$ cat src/rtl/blend_writer.sv
// Composites DVI/CCD RGB565 pixel pairs and packs them with coordinates into 36-bit
// frame-buffer write words, absorbing write-FIFO stalls in a small skid FIFO.
module blend_writer #(
   parameter int unsigned H_ACT = 640,
   parameter int unsigned V_ACT = 480,
   parameter int unsigned DEPTH = 4
) (
   input  logic        clk_25,
   input  logic        rst_n,
   input  logic        val,
   input  logic [9:0]  sync_x,
   input  logic [9:0]  sync_y,
   input  logic [4:0]  dvi_r,
   input  logic [5:0]  dvi_g,
   input  logic [4:0]  dvi_b,
   input  logic [4:0]  ccd_r,
   input  logic [5:0]  ccd_g,
   input  logic [4:0]  ccd_b,
   input  logic [1:0]  mode,
   input  logic [4:0]  alpha,
   input  logic        wrfull,
   output logic        wrclk,
   output logic        wrreq,
   output logic [35:0] wr_data,
   output logic        frame_done,
   output logic        overflow
);

   localparam int unsigned AW = $clog2(DEPTH);
   localparam logic [9:0] HALF_X = 10'(H_ACT / 2);
   localparam logic [9:0] LAST_X = 10'(H_ACT - 1);
   localparam logic [9:0] LAST_Y = 10'(V_ACT - 1);
   localparam logic [AW:0] FULL_CNT = (AW + 1)'(DEPTH);
   localparam logic [AW-1:0] PTR_ONE = AW'(1);
   localparam logic [AW:0] CNT_ONE = (AW + 1)'(1);

   assign wrclk = clk_25;

   // Shadow controls: only the frame-start pixel may load new settings, and it uses them itself.
   logic [1:0] mode_q, eff_mode;
   logic [4:0] alpha_q, eff_alpha, a_clamp, a_inv;
   logic       frame_start;

   assign frame_start = val && (sync_x == 10'd0) && (sync_y == 10'd0);
   assign eff_mode    = frame_start ? mode : mode_q;
   assign eff_alpha   = frame_start ? alpha : alpha_q;
   assign a_clamp     = (eff_alpha > 5'd16) ? 5'd16 : eff_alpha;
   assign a_inv       = 5'd16 - a_clamp;

   // Stage 1
   logic        s1_valid;
   logic [9:0]  s1_x, s1_y;
   logic [1:0]  s1_mode;
   logic [15:0] s1_dvi, s1_ccd;
   logic [9:0]  s1_pdr, s1_pdb, s1_pcr, s1_pcb;
   logic [10:0] s1_pdg, s1_pcg;

   always_ff @(posedge clk_25 or negedge rst_n) begin
      if (!rst_n) begin
         mode_q   <= 2'd0;
         alpha_q  <= 5'd0;
         s1_valid <= 1'b0;
         s1_x     <= '0;
         s1_y     <= '0;
         s1_mode  <= '0;
         s1_dvi   <= '0;
         s1_ccd   <= '0;
         s1_pdr   <= '0;
         s1_pdg   <= '0;
         s1_pdb   <= '0;
         s1_pcr   <= '0;
         s1_pcg   <= '0;
         s1_pcb   <= '0;
      end else begin
         if (frame_start) begin
            mode_q  <= mode;
            alpha_q <= alpha;
         end
         s1_valid <= val;
         s1_x     <= sync_x;
         s1_y     <= sync_y;
         s1_mode  <= eff_mode;
         s1_dvi   <= {dvi_r, dvi_g, dvi_b};
         s1_ccd   <= {ccd_r, ccd_g, ccd_b};
         s1_pdr   <= {5'd0, dvi_r} * {5'd0, a_inv};
         s1_pdg   <= {5'd0, dvi_g} * {6'd0, a_inv};
         s1_pdb   <= {5'd0, dvi_b} * {5'd0, a_inv};
         s1_pcr   <= {5'd0, ccd_r} * {5'd0, a_clamp};
         s1_pcg   <= {5'd0, ccd_g} * {6'd0, a_clamp};
         s1_pcb   <= {5'd0, ccd_b} * {5'd0, a_clamp};
      end
   end

   // Stage 2: sums never exceed 31*16 / 63*16, so the >>4 result fits without saturation.
   logic [9:0]  sum_r, sum_b;
   logic [10:0] sum_g;
   logic [15:0] colour;
   logic        s2_valid;
   logic [35:0] s2_word;

   assign sum_r = s1_pdr + s1_pcr;
   assign sum_g = s1_pdg + s1_pcg;
   assign sum_b = s1_pdb + s1_pcb;

   always_comb begin
      colour = s1_dvi;
      case (s1_mode)
         2'd0:    colour = s1_dvi;
         2'd1:    colour = s1_ccd;
         2'd2:    colour = {sum_r[8:4], sum_g[9:4], sum_b[8:4]};
         default: colour = (s1_x < HALF_X) ? s1_dvi : s1_ccd;
      endcase
   end

   always_ff @(posedge clk_25 or negedge rst_n) begin
      if (!rst_n) begin
         s2_valid <= 1'b0;
         s2_word  <= '0;
      end else begin
         s2_valid <= s1_valid;
         s2_word  <= {s1_x, s1_y, colour};
      end
   end

   // Skid FIFO and output register
   logic [35:0]   mem [DEPTH];
   logic [AW-1:0] wr_ptr_q, rd_ptr_q;
   logic [AW:0]   cnt_q;
   logic          empty, full, pop, bypass, push_req, push, drop;
   logic [35:0]   out_word;
   logic          wrreq_d, frame_done_d;

   assign empty    = (cnt_q == '0);
   assign full     = (cnt_q == FULL_CNT);
   assign pop      = !wrfull && !empty;
   assign bypass   = !wrfull && empty && s2_valid;
   assign push_req = s2_valid && !bypass;
   assign push     = push_req && (!full || pop);
   assign drop     = push_req && full && !pop;
   assign out_word = pop ? mem[rd_ptr_q] : s2_word;
   assign wrreq_d  = pop || bypass;
   assign frame_done_d = wrreq_d && (out_word[35:26] == LAST_X) && (out_word[25:16] == LAST_Y);

   always_ff @(posedge clk_25) begin
      if (push) mem[wr_ptr_q] <= s2_word;
   end

   always_ff @(posedge clk_25 or negedge rst_n) begin
      if (!rst_n) begin
         wr_ptr_q   <= '0;
         rd_ptr_q   <= '0;
         cnt_q      <= '0;
         wrreq      <= 1'b0;
         wr_data    <= '0;
         frame_done <= 1'b0;
         overflow   <= 1'b0;
      end else begin
         if (push) wr_ptr_q <= wr_ptr_q + PTR_ONE;
         if (pop)  rd_ptr_q <= rd_ptr_q + PTR_ONE;
         if (push && !pop)      cnt_q <= cnt_q + CNT_ONE;
         else if (pop && !push) cnt_q <= cnt_q - CNT_ONE;
         wrreq      <= wrreq_d;
         frame_done <= frame_done_d;
         if (wrreq_d) wr_data <= out_word;
         if (drop)    overflow <= 1'b1;
      end
   end

endmodule

$ cat config.mk
export PLATFORM = sky130hd
export DESIGN_NAME = blend_writer
export DESIGN_NICKNAME = d
export VERILOG_FILES = /design/src/rtl/blend_writer.sv
export SDC_FILE = /design/constraint.sdc
export NUM_CORES = 1
export LEC_CHECK = 0
export ABC_CLOCK_PERIOD_IN_PS = 6400
export BUFFER_PORTS_ARGS = -buffer_cell sky130_fd_sc_hd__buf_2
export CAP_MARGIN = 20
export CELL_PAD_IN_SITES_DETAIL_PLACEMENT = 1
export CELL_PAD_IN_SITES_GLOBAL_PLACEMENT = 1
export CORE_MARGIN = 5
export CORE_UTILIZATION = 35
export DETAILED_ROUTE_END_ITERATION = 7
export PLACE_DENSITY = 0.62
export SYNTH_ARGS = -nofsm -noshare
export SYNTH_HDL_FRONTEND = slang
export SYNTH_SLANG_ARGS = --single-unit
$ cat constraint.sdc
create_clock -name clk_25 -period 6.4 [get_ports clk_25]
set_input_delay 0.96 -clock clk_25 [delete_from_list [all_inputs] [get_ports clk_25]]
set_output_delay 0.96 -clock clk_25 [all_outputs]
set_load 0.02 [all_outputs]
### After elaboration in Yosys (flattened, before gate mapping)

Memory sizes are Yosys's and may differ from the RTL's.
Cells that the tools add are included.

* add/subtract/negate cells: 8
* $mul: 6
* divide/modulo/power cells: 0
* magnitude comparators: 2
* equal/unequal tests: 5
* shifts and indexed selects: 0
* mux-type cells: 9
* bitwise gates (word level): 0
* reductions and logical operators: 26

Operators with widths (count)
* $pmux 16 s3: 1
* $mul 5x5->9: 4
* $mux 36: 1
* $logic_not 10->1: 2
* $mul 6x5->10: 2
* $add 9x9->9: 2
* $mux 16: 1
* $logic_and 1x1->1: 13
* $add 10x10->10: 1
* $eq 10x10->1 const B: 1
* $eq 10x9->1 const B: 1
* $lt 10x9->1 const B: 1
* $mux 5: 2
* $logic_not 1->1: 6
* $mux 3: 2
* $gt 5x5->1 const B: 1
* $sub 5x5->5 const A: 1
* $add 2x1->2 const B: 2
* $add 3x1->3 const B: 1
* $eq 3x3->1 const B: 1
* $logic_not 3->1: 1
* $sub 3x1->3 const B: 1
* $eq 2x1->1 const B: 1
* $eq 2x2->1 const B: 1
* other kinds (4): 6

* bits in registers: 199
* latch bits: 0
* memory bits (writable): 144
* bits in read-only memories: 0
* bits of input ports: 63
* output and inout bits: 40
* memories: 1

Memories
* mem: words 4, width 36, read ports 1, clocked after memory_dff 0, write ports 1, line 126 `logic [35:0] mem [DEPTH];`

### Longest topological paths before layout

* depth after elaboration: 10
* mapped depth: 24
* mapped depth without buffers: 22

==> metrics.txt <==
outcome=completed; ys flop type=dfrtp_1; Slew Viols, Final=0; Multi-input gate area=~7400 sq um; most frequent cells in the layout=198 x dfrtp_1, 149 x nand2_1, 144 x edfxtp_1, 132 x ha_1, 104 x inv_1; Layout Skew=~0.024 ns; post-cts resize count=0; Mapped Avg Cell Area=around 13 sq um; DR vias/cell=4.89; final hold vios=0; asr flop ratio synth=around 58%; first-pass GRT wire length=between 60000 and 70000 um; die area=~54000 sq um; setup violators final=0; largest net degree at the start of global routing=170; register area=9310 sq um; post-layout util=between 40% and 50%; Syn Std Cell Area=17300 sq um; worst min path class=input port to async pin; Starting Density=between 30% and 40%; Yosys top cell area share=28.7%; crit path launch=sync_y[4]; Top Usage Layer GRT=met2; Ys Warns=0; Leak Pwr=just over 9 nW; Fmax=approximately 180 MHz; cell count after synthesis=1339; worst path required time=approximately 7 ns; Crit path arrival time=6.03 ns; VDD IR max=179 uV; reg2reg path depth=16; die width=233 um; row cnt=81; I/O pin cnt=103; RSZ-0062 raised after global routing=false; WL/cell=19.5 um; Post-synth EDFFs=144; post-DP HPWL=~29000 um; Core Footprint=49000 sq um; min Tclk post-route=~5.5 ns; Final Total Pwr=0.00653 W; layout cell share with drive strength beyond 1=17.5%; FF+latch count, synth=343; grt met3 use=roughly 2.8%; Tightest Pin Transition=1.10 ns; largest area contributor in the netlist=dfrtp_1; CP Launch Type=input port; hold-fix buffer count after cts=0; vias in the first global route=between 10000 and 15000; initial DRC count=between 400 and 500; Setup TNS=0 ns; DP Cell Count=between 2000 and 2500; post-synthesis sequential area ratio=between 50% and 60%; diode count=0; Cell variety after synth=67; input/output buffers=roughly 100; met1 global-route usage=roughly 22%; Placer Congestion=between 0.7 and 0.8; endpoint class of the critical path=flip-flop; antenna-violating nets left=0; max-cap violations=0; drt total wl=42200 um; grt met2 use=between 20% and 30%; Die Y=between 200 and 250 um; reg-to-reg endpoint=s1_pdg[9]$_DFF_PN0_; Total Routing Usage GR=between 10% and 20%; R2R Setup Slk=about 1.5 ns; CTS tree=yes; Pre-Repair DR Iteration Count=5; Clock Pin Slew Worst Setup and Hold Paths=approximately 0.060 ns; commonest non-fill, non-tap cell in the layout=dfrtp_1; GRT Residual Overflow=0; Syn Nets=between 1500 and 2000; later-pin clock latency in the skew report=between 0.6 and 0.7 ns; top post-synthesis cells by area=dfrtp_1 29%, edfxtp_1 25%, ha_1 9.5%, fa_1 6.3%, mux4_2 4.7%; routed vias=10559; pwr/cell area=324 nW/um^2; Hold Slack=0.163 ns; post-route insts no fill=2159; setup bufs post-CTS=0; Remaining DRCs=0; Fillers=5190; worst-path fanout max=16; fin crit share=85.8%; CP Class=input port to flip-flop; fin nets=1716; initial antenna violation count=0; FF-to-FF Start=alpha_q[4]$_DFF_PN0_; Slew HR=around a quarter; Layout Area Growth over Synthesis=16.3%
through the flow:
stage | worst slack, ns | instance area, sq um
after global placement | 0.300 | 18700
after detailed placement | 0.203 | 18700
after global routing | 0.597 | 20200
after floorplan | 0.338 | 17300
after CTS | 0.912 | 20100
final | 0.907 | 20200
where the power goes:
group          switching, W  leakage (nW)  internal (W)
Sequential         0.000194          3.71       0.00266
Clock              0.000947         0.680       0.00144
Combinational      0.000768          4.75      0.000519
Total               0.00191          9.14       0.00462
logic make-up (layout without fill, tap and decap cells):
| logic type | count (synthesis) | count (layout) | share of synthesized area (%) |
|---|---|---|---|
| AOI/OAI and AO/OA | 168 | 168 | 6.62 |
| xor gates and xnor gates | 71 | 71 | 3.90 |
| adders and majority gates | 187 | 187 | 15.9 |
| buffers and inverters | 153 | 309 | 3.59 |
| DFF | 343 | 343 | 53.7 |
| muxes | 66 | 66 | 6.54 |
| and+or+nand+nor | 351 | 351 | 9.83 |
layer usage:
metal / wire (um) / share of wire (%)
met1: 19600 / 46
met2: 20200 / 48
met3: 1560 / 3.7
met4: 909 / 2.2
met5: 0 / 0
worst max-delay path, stage by stage:
cell and delay, ns:
buf_2 0.11, nor4_2 0.25, buf_4 0.16, nand4_2 0.09, buf_4 0.19, nor2_8 0.15, nand3_1 0.11, o21ai_2 0.08
inv_1 0.06, ha_1 0.22, buf_4 0.16, xnor2_1 0.30, buf_12 0.19, nand2_1 0.08, fa_1 0.56, fa_1 0.43
fa_1 0.49, inv_1 0.04, ha_1 0.31, a21oi_1 0.21, o21ai_0 0.16, o41ai_1 0.27, xnor3_1 0.45
flip-flops by register name (all words and copies together), names as in the netlist, 2 cells and up:
| name | count |
|---|---|
| s1_x | 10 |
| s1_pdb | 9 |
| rd_ptr_q | 2 |
| s1_y | 10 |
| cnt_q | 3 |
| s1_pdg | 10 |
| s1_dvi | 16 |
| mem | 144 |
| s1_pdr | 9 |
| alpha_q | 5 |
| s1_mode | 2 |
| s1_pcr | 9 |
| s2_word | 36 |
| s1_pcg | 10 |
| wr_data | 36 |
| s1_ccd | 16 |
| wr_ptr_q | 2 |
| s1_pcb | 9 |
cells in the mapped netlist, types with 11 or more instances:
master      n
mux4_2     36
nor2b_1    18
a31oi_1    36
xnor2_1    48
ha_1      132
fa_1       55
and2_1     80
dfrtp_1   199
edfxtp_1  144
xor2_1     19
inv_1     104
nand2_1   149
a21oi_1    41
nor2_1     60
o21bai_1   11
clkbuf_1   28
a21o_1     19
mux2i_1    19
worst max path at each step:
stage | end | slack, ns | depth (start not counted)
finish | s1_pdg[9]$_DFF_PN0_ | 0.91 | 23
global route | s1_pdb[8]$_DFF_PN0_ | 0.60 | 25
CTS | s1_pdg[9]$_DFF_PN0_ | 0.91 | 23
detailed placement | s1_pdb[8]$_DFF_PN0_ | 0.20 | 25
global placement | s1_pdr[8]$_DFF_PN0_ | 0.30 | 25
floorplan | s1_pdr[8]$_DFF_PN0_ | 0.34 | 24
cell type report:
class / count / share of cell area (%)
flip-flops and latches: 343 / 46.2
well taps: 664 / 4.12
clock inverters: 24 / 1.50
clock buffers: 50 / 5.47
repair buffers: 130 / 3.94
multi-input cells: 843 / 36.9
inverters: 105 / 1.95
Note: power is estimated with default switching activity, not from simulation.
